$ cat src/rtl/rom_port_arbiter.sv
// rom_port_arbiter: sequencer/arbiter for the CPU's single shared memory port.
// Accepts word requests from the fetch (I) and load/store (D) sides, grants one
// at a time, runs one Avalon-style read or write, then returns a one-cycle ack
// with an error flag for misaligned addresses or stuck (timed-out) transfers.
//
// Build option:
//   ARB_RR_EN  defined   -> round-robin between I and D on simultaneous requests
//              undefined -> fixed priority, D always beats I
module rom_port_arbiter #(
  parameter logic [31:0] RESET_VECTOR = 32'hBFC00000,
  parameter int unsigned TIMEOUT      = 255
) (
  input  logic        clk,
  input  logic        reset_n,

  input  logic        i_req,
  input  logic [31:0] i_addr,
  output logic        i_ack,
  output logic        i_err,
  output logic [31:0] i_rdata,

  input  logic        d_req,
  input  logic        d_write,
  input  logic [31:0] d_addr,
  input  logic [31:0] d_wdata,
  input  logic [3:0]  d_byteenable,
  output logic        d_ack,
  output logic        d_err,
  output logic [31:0] d_rdata,

  output logic [31:0] m_address,
  output logic        m_read,
  output logic        m_write,
  output logic [31:0] m_writedata,
  output logic [3:0]  m_byteenable,
  input  logic        m_waitrequest,
  input  logic [31:0] m_readdata
);

  localparam logic [7:0] TIMEOUT_CNT = 8'(TIMEOUT);

  typedef enum logic [1:0] {
    IDLE   = 2'd0,
    ACCESS = 2'd1,
    ACK    = 2'd2
  } state_t;

  typedef enum logic {
    OWN_I = 1'b0,
    OWN_D = 1'b1
  } owner_t;

  state_t      state;
  owner_t      owner;
  logic [7:0]  wait_cnt;

`ifdef ARB_RR_EN
  owner_t      last_grant;
`endif

  logic        grant_d;
  logic [31:0] win_addr;
  logic        win_read;
  logic        win_misaligned;

  // Winner selection among pending requesters (only consumed in IDLE).
  always_comb begin
    grant_d = 1'b0;
`ifdef ARB_RR_EN
    if (i_req && d_req) begin
      grant_d = (last_grant == OWN_I);
    end else begin
      grant_d = d_req;
    end
`else
    grant_d = d_req;
`endif
  end

  // Request fields of the selected winner.
  always_comb begin
    win_addr       = grant_d ? d_addr : i_addr;
    win_read       = !grant_d || !d_write;
    win_misaligned = (win_addr[1:0] != 2'b00);
  end

  // Main sequencer: arbitration, bus strobes, read capture and ack generation.
  always_ff @(posedge clk) begin
    if (!reset_n) begin
      state        <= IDLE;
      owner        <= OWN_I;
      wait_cnt     <= '0;
      m_address    <= RESET_VECTOR;
      m_read       <= 1'b0;
      m_write      <= 1'b0;
      m_writedata  <= '0;
      m_byteenable <= '0;
      i_ack        <= 1'b0;
      i_err        <= 1'b0;
      i_rdata      <= '0;
      d_ack        <= 1'b0;
      d_err        <= 1'b0;
      d_rdata      <= '0;
`ifdef ARB_RR_EN
      last_grant   <= OWN_I;
`endif
    end else begin
      // Acks and their error flags are single-cycle pulses.
      i_ack <= 1'b0;
      i_err <= 1'b0;
      d_ack <= 1'b0;
      d_err <= 1'b0;

      case (state)
        IDLE: begin
          if (i_req || d_req) begin
            owner <= grant_d ? OWN_D : OWN_I;
`ifdef ARB_RR_EN
            last_grant <= grant_d ? OWN_D : OWN_I;
`endif
            if (win_misaligned) begin
              // No bus cycle: ack with error straight away, m_* untouched.
              if (grant_d) begin
                d_ack <= 1'b1;
                d_err <= 1'b1;
              end else begin
                i_ack <= 1'b1;
                i_err <= 1'b1;
              end
              state <= ACK;
            end else begin
              m_address    <= win_addr;
              m_read       <= win_read;
              m_write      <= !win_read;
              m_byteenable <= win_read ? 4'hF : d_byteenable;
              if (!win_read) begin
                m_writedata <= d_wdata;
              end
              wait_cnt <= '0;
              state    <= ACCESS;
            end
          end
        end

        ACCESS: begin
          if (!m_waitrequest) begin
            m_read  <= 1'b0;
            m_write <= 1'b0;
            if (owner == OWN_D) begin
              if (m_read) begin
                d_rdata <= m_readdata;
              end
              d_ack <= 1'b1;
            end else begin
              if (m_read) begin
                i_rdata <= m_readdata;
              end
              i_ack <= 1'b1;
            end
            state <= ACK;
          end else if (wait_cnt + 8'd1 == TIMEOUT_CNT) begin
            // Stuck transfer: abort, flag error, keep previous rdata.
            m_read  <= 1'b0;
            m_write <= 1'b0;
            if (owner == OWN_D) begin
              d_ack <= 1'b1;
              d_err <= 1'b1;
            end else begin
              i_ack <= 1'b1;
              i_err <= 1'b1;
            end
            state <= ACK;
          end else begin
            wait_cnt <= wait_cnt + 8'd1;
          end
        end

        ACK: begin
          state <= IDLE;
        end

        default: begin
          state   <= IDLE;
          m_read  <= 1'b0;
          m_write <= 1'b0;
        end
      endcase
    end
  end

endmodule

$ cat config.mk
export PLATFORM = sky130hd
export DESIGN_NAME = rom_port_arbiter
export DESIGN_NICKNAME = d
export VERILOG_FILES = /design/src/rtl/rom_port_arbiter.sv
export SDC_FILE = /design/constraint.sdc
export NUM_CORES = 1
export LEC_CHECK = 0
export ABC_AREA = 0
export ABC_CLOCK_PERIOD_IN_PS = 5100
export CORE_ASPECT_RATIO = 1.25
export CORE_MARGIN = 5
export CORE_UTILIZATION = 45
export CTS_CLUSTER_DIAMETER = 60
export CTS_CLUSTER_SIZE = 10
export DETAILED_ROUTE_END_ITERATION = 8
export GPL_TIMING_DRIVEN = 0
export PLACE_DENSITY_LB_ADDON = 0.1
export SLEW_MARGIN = 20
export SYNTH_ARGS = -nofsm -noshare
export SYNTH_HDL_FRONTEND = slang
export SYNTH_SLANG_ARGS = --single-unit
$ cat constraint.sdc
create_clock -name clk -period 5.1 [get_ports clk]
set_input_delay 1.53 -clock clk [delete_from_list [all_inputs] [get_ports clk]]
set_output_delay 1.53 -clock clk [all_outputs]
set_load 0.02 [all_outputs]
==> flow_metrics.tcl, run 1 <==
set metrics [dict create \
    slew_viol_final 0 \
    pin_count 276 \
    p_leak_nw 3.424 \
    synth_warnings 0 \
    worstHoldPathType "register to register" \
    hold_depth 2 \
    endpoint_kind "register" \
    grt_usage 0.2433 \
    insertion_delay_ps 430 \
    ir_worst_vdd_mv 0.2131 \
    path_class "input pin to register" \
    cp-start-kind "input pin" \
    reg2reg_slack_ps 2680 \
    ctsResizeCount 0 \
    gp_congestion 0.8204 \
    powerDensity_nw_per_um2 292.2 \
    routed_wl_microns 18980 \
    startpoint "i_req" \
    dr.first_iter.drc_count 307 \
    ys_seq_elements 149 \
    power_switching_w 0.0006562 \
    setup_tns_ps 0 \
    max_slew.worst_pin.slew_ps 929.6 \
    cp_data_required_time_ps 5380 \
    fin_cells 1179 \
    cts_buffer_depth 2 \
    post_drt_wl_per_cell_microns 16.10 \
    die_x_microns 112.8 \
    slowest_delay_ps 490 \
    dp_hpwl_microns 14650 \
    r2r-end "wait_cnt[3]" \
    finalHoldViolCount 0 \
    syn_inst 703 \
    p_int_w 0.002109 \
    r2r-start "wait_cnt[1]" \
    overflow 0 \
    grt_max_degree 17 \
    via_count 5862 \
    numClockSinks 149 \
    clock.fmax_ghz 0.2990 \
    seqCellArea_sq_um 2983 \
    setup_viol 0 \
    syn_area_per_cell_sq_um 8.454 \
    worstPathCellList "clkdlybuf4s50_1 > nor2b_1 > a22oi_1 > nor3_1 > clkbuf_1 > clkbuf_1 > a211oi_1" \
    num-nets-final 1135 \
    chipHeight_microns 138.5 \
    route.detailed.drc 0 \
    drive_above_1_share 0.04464 \
    worstPathArrival_ps 3630 \
    grt_pass1_vias 5852 \
    start_util 0.4532 \
    final.setup_skew_ps 11.33 \
    fill_cells 1048 \
    synthesis.nets 843 \
    clkTransAtPathRegs_ps 60 \
    dp.cells 1147 \
    netlist_area_sq_um 5943 \
    rows 47 \
    clkPwrFrac 0.441 \
    fin_total_pwr_w 0.002766 \
    post-route-min-period_ps 3344 \
    antenna_cells 0 \
    yosysSeqAreaShare 0.5019 \
    yosys.cell_types.count 49 \
    rsz0062_at_grt "no" \
    path_max_fanout 10 \
    post_drt_via_cell_ratio 4.972 \
    post_cts_buffers 0 \
    fin_ws_ps 1756 \
    ff2ff_path_depth 7 \
    dp_slack_ps 1286 \
    critPathCapture "m_address[10]" \
    clockRootBuffer "clkbuf_16" \
    multiInputGateArea_sq_um 2746 \
    hold_buffers 0 \
    cp_slowest_cell "clkdlybuf4s50_1" \
    area_growth_pct 59.26 \
    cp_common_cell "clkbuf_1" \
    fin_crit_sh 0.6557 \
    maxCapViolations 0 \
    core_sq_um 13110 \
    drtAntennaViolNets 0 \
    firstDrtPassIters 4 \
    combPwrFrac 0.121 \
    portBuffers 273 \
    cts_tree "built" \
    p_sw_frac 0.2373 \
    cts_inserted_buffers 17 \
    antenna_found_initial 0 \
    ctsHtreeMaxLevel 4 \
    seq_power_share 0.438 \
    status "complete, no violations" \
    die_area_sq_um 15620 \
    grt_pass1_wl_microns 30310 \
    slew_headroom 0.3746 \
]
## placed cells by master, fill, tap and decap left out, types with 3 or more instances in the layout
cell / synthesis / layout
a211oi_1: 13 / 13
a21boi_0: 54 / 54
a21oi_1: 53 / 53
a31oi_1: 3 / 3
and2_1: 3 / 3
buf_1: 3 / 3
buf_2: 6 / 6
clkbuf_1: 40 / 42
clkbuf_16: 0 / 17
clkdlybuf4s50_1: 0 / 273
clkinv_2: 0 / 4
clkinvlp_4: 0 / 3
dfxtp_1: 149 / 149
inv_1: 6 / 6
mux2i_1: 31 / 31
nand2_1: 226 / 226
nand3_1: 5 / 5
nand4_1: 6 / 6
nor2_1: 28 / 28
nor2b_1: 4 / 4
nor3_1: 10 / 10
o211a_1: 8 / 8
o211ai_1: 10 / 10
o21a_1: 4 / 4
o21ai_0: 6 / 6
or3_1: 3 / 3
## synth_stat cells (all sizes together)
cell type	instances	share of area
a21bo	1	0.0017
nand3b	2	0.0025
ha	2	0.0042
nand4	6	0.0063
a22oi	1	0.0013
or3	3	0.0032
nor2	28	0.018
o21a	4	0.0051
buf	9	0.0069
o211ai	10	0.013
a211oi	13	0.016
and3	2	0.0021
a21oi	55	0.049
and2b	1	0.0013
a32o	1	0.0017
o211a	8	0.013
inv	6	0.0038
clkbuf	40	0.025
o221ai	1	0.0015
nand2	226	0.14
and2	4	0.0044
nand3	6	0.0059
a22o	1	0.0015
nand2b	1	0.0011
nor4	2	0.0021
or2b	1	0.0013
dfxtp	149	0.50
a21boi	54	0.068
mux2i	31	0.052
o221a	1	0.0034
or4	1	0.0019
nor3	10	0.0084
nor3b	2	0.0025
or4b	1	0.0017
mux2	1	0.0019
nor2b	4	0.0042
nand4b	1	0.0015
a31oi	3	0.0032
o21ai	7	0.0059
a32oi	1	0.0046
a41oi	1	0.0015
o21bai	1	0.0013
o22ai	1	0.0011
## registers in the layout (all words and copies together) (netlist names)
name          flops
d_ack             1
m_byteenable      4
m_address        32
state             2
owner             1
i_ack             1
m_read            1
m_write           1
d_rdata          32
i_err             1
wait_cnt          8
d_err             1
m_writedata      32
i_rdata          32
## final cells by class
cell class	instances	area share
clock buffer	20	0.04719
buffer	49	0.02022
tap	171	0.02260
multi-input combinational	499	0.2902
inverter	6	0.002379
sequential	149	0.3151
clock inverter	12	0.01362
timing repair buffer	273	0.2887
## power by group through the flow
stage	combinational, W	clock [W]	sequential, W
finish	0.000335	0.00122	0.00121
global route	0.000361	0.00130	0.00121
CTS	0.000337	0.00124	0.00121
detailed placement	0.000335	0	0.00124
global placement	0.000334	0	0.00124
floorplan	0.000103	0	0.00127
## per-layer routing
| metal | track usage | vias to the layer above | part of all wire |
|---|---|---|---|
| met3 | 0.08785 | 38 | 0.091 |
| li1 | - | 2961 | - |
| met2 | 0.4192 | 222 | 0.49 |
| met4 | 0.09557 | 0 | 0.030 |
| met5 | 0 | - | 0 |
| met1 | 0.2714 | 2641 | 0.39 |
## worst min path at each step
stage	start	endpoint	slack, ps
after floorplan	wait_cnt[6]	wait_cnt[6]	480
after global placement	m_writedata[18]	m_writedata[18]	440
after detailed placement	i_rdata[26]	i_rdata[26]	450
after CTS	m_writedata[7]	m_writedata[7]	450
after global routing	m_writedata[3]	m_writedata[3]	470
final	m_writedata[6]	m_writedata[6]	450
## logic make-up (layout without fill, tap and decap cells)
| family | count (synthesis) | count (layout) | share of synthesized area |
|---|---|---|---|
| multiplexers | 32 | 32 | 0.05411 |
| AO/OA/AOI/OAI | 164 | 164 | 0.1931 |
| flip-flops | 149 | 149 | 0.5019 |
| AND/OR/NAND/NOR | 301 | 301 | 0.2107 |
| buffers and inverters | 55 | 360 | 0.03600 |
| adder cells (fa/ha/maj) | 2 | 2 | 0.004210 |
## stage by stage
stage	hold slack, ps	cell area, sq um	utilization
2_1_floorplan	478.5	5943	-
3_3_place_gp	440.6	8890	0.6779
3_5_place_dp	446.1	8890	0.6779
4_1_cts	454.3	9465	0.7218
5_1_grt	467.9	9465	0.7218
6_report	452.3	9465	0.7218
## worst max-delay path: cells and delay by family
kind	cells	cell delay (ps)
buffers and inverters	3	1280
AND/OR/NAND/NOR	2	560
AO/OA/AOI/OAI	2	260
(Power assumes the default switching activity.)
==> inputs of run 2 (changes only) <==
--- a/config.mk
+++ b/config.mk
@@ -6,10 +6,10 @@
 export NUM_CORES = 1
 export LEC_CHECK = 0
 export ABC_AREA = 0
-export ABC_CLOCK_PERIOD_IN_PS = 5100
+export ABC_CLOCK_PERIOD_IN_PS = 2800
 export CORE_ASPECT_RATIO = 1.25
 export CORE_MARGIN = 5
-export CORE_UTILIZATION = 45
+export CORE_UTILIZATION = 37
 export CTS_CLUSTER_DIAMETER = 60
 export CTS_CLUSTER_SIZE = 10
 export DETAILED_ROUTE_END_ITERATION = 8
==> constraint.sdc (replaced) <==
create_clock -name clk -period 2.8 [get_ports clk]
set_input_delay 0.84 -clock clk [delete_from_list [all_inputs] [get_ports clk]]
set_output_delay 0.84 -clock clk [all_outputs]
set_load 0.02 [all_outputs]
==> run 2 against run 1 <==
Cell count up 3.5%; wire length is 1.8% higher; utilization shrank 11 points; register-to-register slack worse by 2300 ps; clock-buffer cell count decreased by 2; sequential power is 83% higher; power rose by 90%; non-clock buffer count unchanged; global-route usage fell by 4.2 points; critical path type unchanged; largest cell class unchanged.
==> flow_metrics.tcl, run 2 (synthesis gave the netlist of run 1 again) <==
set metrics [dict create \
    status "complete, no violations" \
    insertion_delay_ps 420 \
    grt_usage 0.2014 \
    firstDrtPassIters 5 \
    maxCapViolations 0 \
    p_leak_nw 3.459 \
    rows 51 \
    fin_util 0.6111 \
    setup_viol 0 \
    grt_max_degree 17 \
    portBuffers 273 \
    cts_tree "built" \
    cts_buffer_depth 2 \
    cp_common_cell "nand2_1" \
    post_cts_buffers 0 \
    numClockSinks 149 \
    ctsHtreeMaxLevel 4 \
    multiInputGateArea_sq_um 2758 \
    start_util 0.3786 \
    finalHoldViolCount 0 \
    num-nets-final 1135 \
    clockRootBuffer "clkbuf_16" \
    hold_buffers 0 \
    pin_count 276 \
    final.setup_skew_ps 4.675 \
    drtAntennaViolNets 0 \
    crit_family "buffers and inverters" \
    dr.first_iter.drc_count 225 \
    die_area_sq_um 18710 \
    worstHoldPathType "register to register" \
    cp-start-kind "input pin" \
    antenna_found_initial 0 \
    core_sq_um 15700 \
    fin_area_sq_um 9593 \
    slew_headroom 0.5188 \
    routed_wl_microns 19320 \
    post_drt_via_cell_ratio 4.790 \
    cts_inserted_buffers 17 \
    powerDensity_nw_per_um2 548.4 \
    route.detailed.drc 0 \
    place_area_sq_um 8947 \
    post-route-min-period_ps 2545 \
    path_max_fanout 10 \
    fill_cells 1450 \
    final_common_cell "clkdlybuf4s50_1" \
    cp_num_buf_inv 2 \
    slowest_delay_ps 470 \
    overflow 0 \
    die_x_microns 123.4 \
    max_slew.worst_pin.slew_ps 721.9 \
    grt_pass1_wl_microns 29350 \
    rsz0062_at_grt "no" \
    seqCellArea_sq_um 2983 \
    endpoint_kind "register" \
    worstPathCellList "clkdlybuf4s50_1 > nor2b_1 > a22o_1 > nand2_1 > nor2_1 > clkbuf_1 > nand2_1 > a21oi_1" \
    path_class "input pin to register" \
    antenna_cells 0 \
    area_growth_pct 61.41 \
    dp_hpwl_microns 15080 \
    gp_congestion 0.7685 \
    cp_slowest_cell "clkdlybuf4s50_1" \
    worstPathArrival_ps 2880 \
    clkTransAtPathRegs_ps 60 \
    fin_crit_sh 0.9091 \
    post_drt_wl_per_cell_microns 15.84 \
    setup_tns_ps 0 \
    clock.fmax_ghz 0.3929 \
    mostFrequentLayoutCells "clkdlybuf4s50_1, nand2_1, dfxtp_1" \
    via_count 5844 \
    chipHeight_microns 151.7 \
    cp_data_required_time_ps 3140 \
    slew_viol_final 0 \
    drive_above_1_share 0.04960 \
    ir_worst_vdd_mv 0.3503 \
    reg2reg_slack_ps 400 \
    grt_pass1_vias 5810 \
]
## run 2: changes by cell type in the layout (fill, tap and decap cells not counted), sizes merged
cell    previous run  this run
bufinv             2         4
clkbuf            60        58
clkinv             6         4
inv                7         9
## run 2: routing by layer
layer / vias to the layer above / track usage / share of wire
li1: 2966 / - / -
met1: 2642 / 0.2209 / 0.38
met2: 207 / 0.3540 / 0.50
met3: 29 / 0.07612 / 0.10
met4: 0 / 0.07036 / 0.022
met5: - / 0 / 0
## run 2: area by class of cell
cell class,instances,share of cell area
Sequential cell,149,0.3109
Multi-Input combinational cell,499,0.2875
Timing Repair Buffer,273,0.2849
Clock buffer,18,0.04578
Tap cell,212,0.02765
Clock inverter,14,0.02087
Buffer,49,0.02009
Inverter,6,0.002348
## run 2: tightest hold or removal path, stage by stage, from the launching register on
cell	delay, ps
dfxtp_1	310
nand2_1	50
a21oi_1	50
## run 2: metrics by stage
step,hold WS (ps),setup WS [ps],power [W],instances
finish,451.7,254.6,0.005261,1220
global route,469.9,34.88,0.005466,1220
CTS,454.5,54.41,0.005315,1220
detailed placement,445.7,-383.7,0.002865,1188
global placement,441.2,-490.1,0.002864,1188
floorplan,478.5,459.8,0.002499,703
## run 2: worst paths after layout
path / startpoint / to / cells after the start
min reg2reg: i_rdata[26] / i_rdata[26] / 2
max reg2reg: wait_cnt[0] / wait_cnt[5] / 7
max: i_req / m_writedata[1] / 8
min: i_rdata[26] / i_rdata[26] / 2
## run 2: repair_timing
item                       in CTS  in global routing
gates resized for setup         0                  3
setup endpoints to repair       0                 30
hold endpoints to repair        0                  0
## run 2: where the power goes
group	switching, W	total, W	internal, W
Clock	0.000918	0.00244	0.00153
Sequential	0.0000310	0.00221	0.00217
Combinational	0.000276	0.000611	0.000335
Total	0.00123	0.00526	0.00404
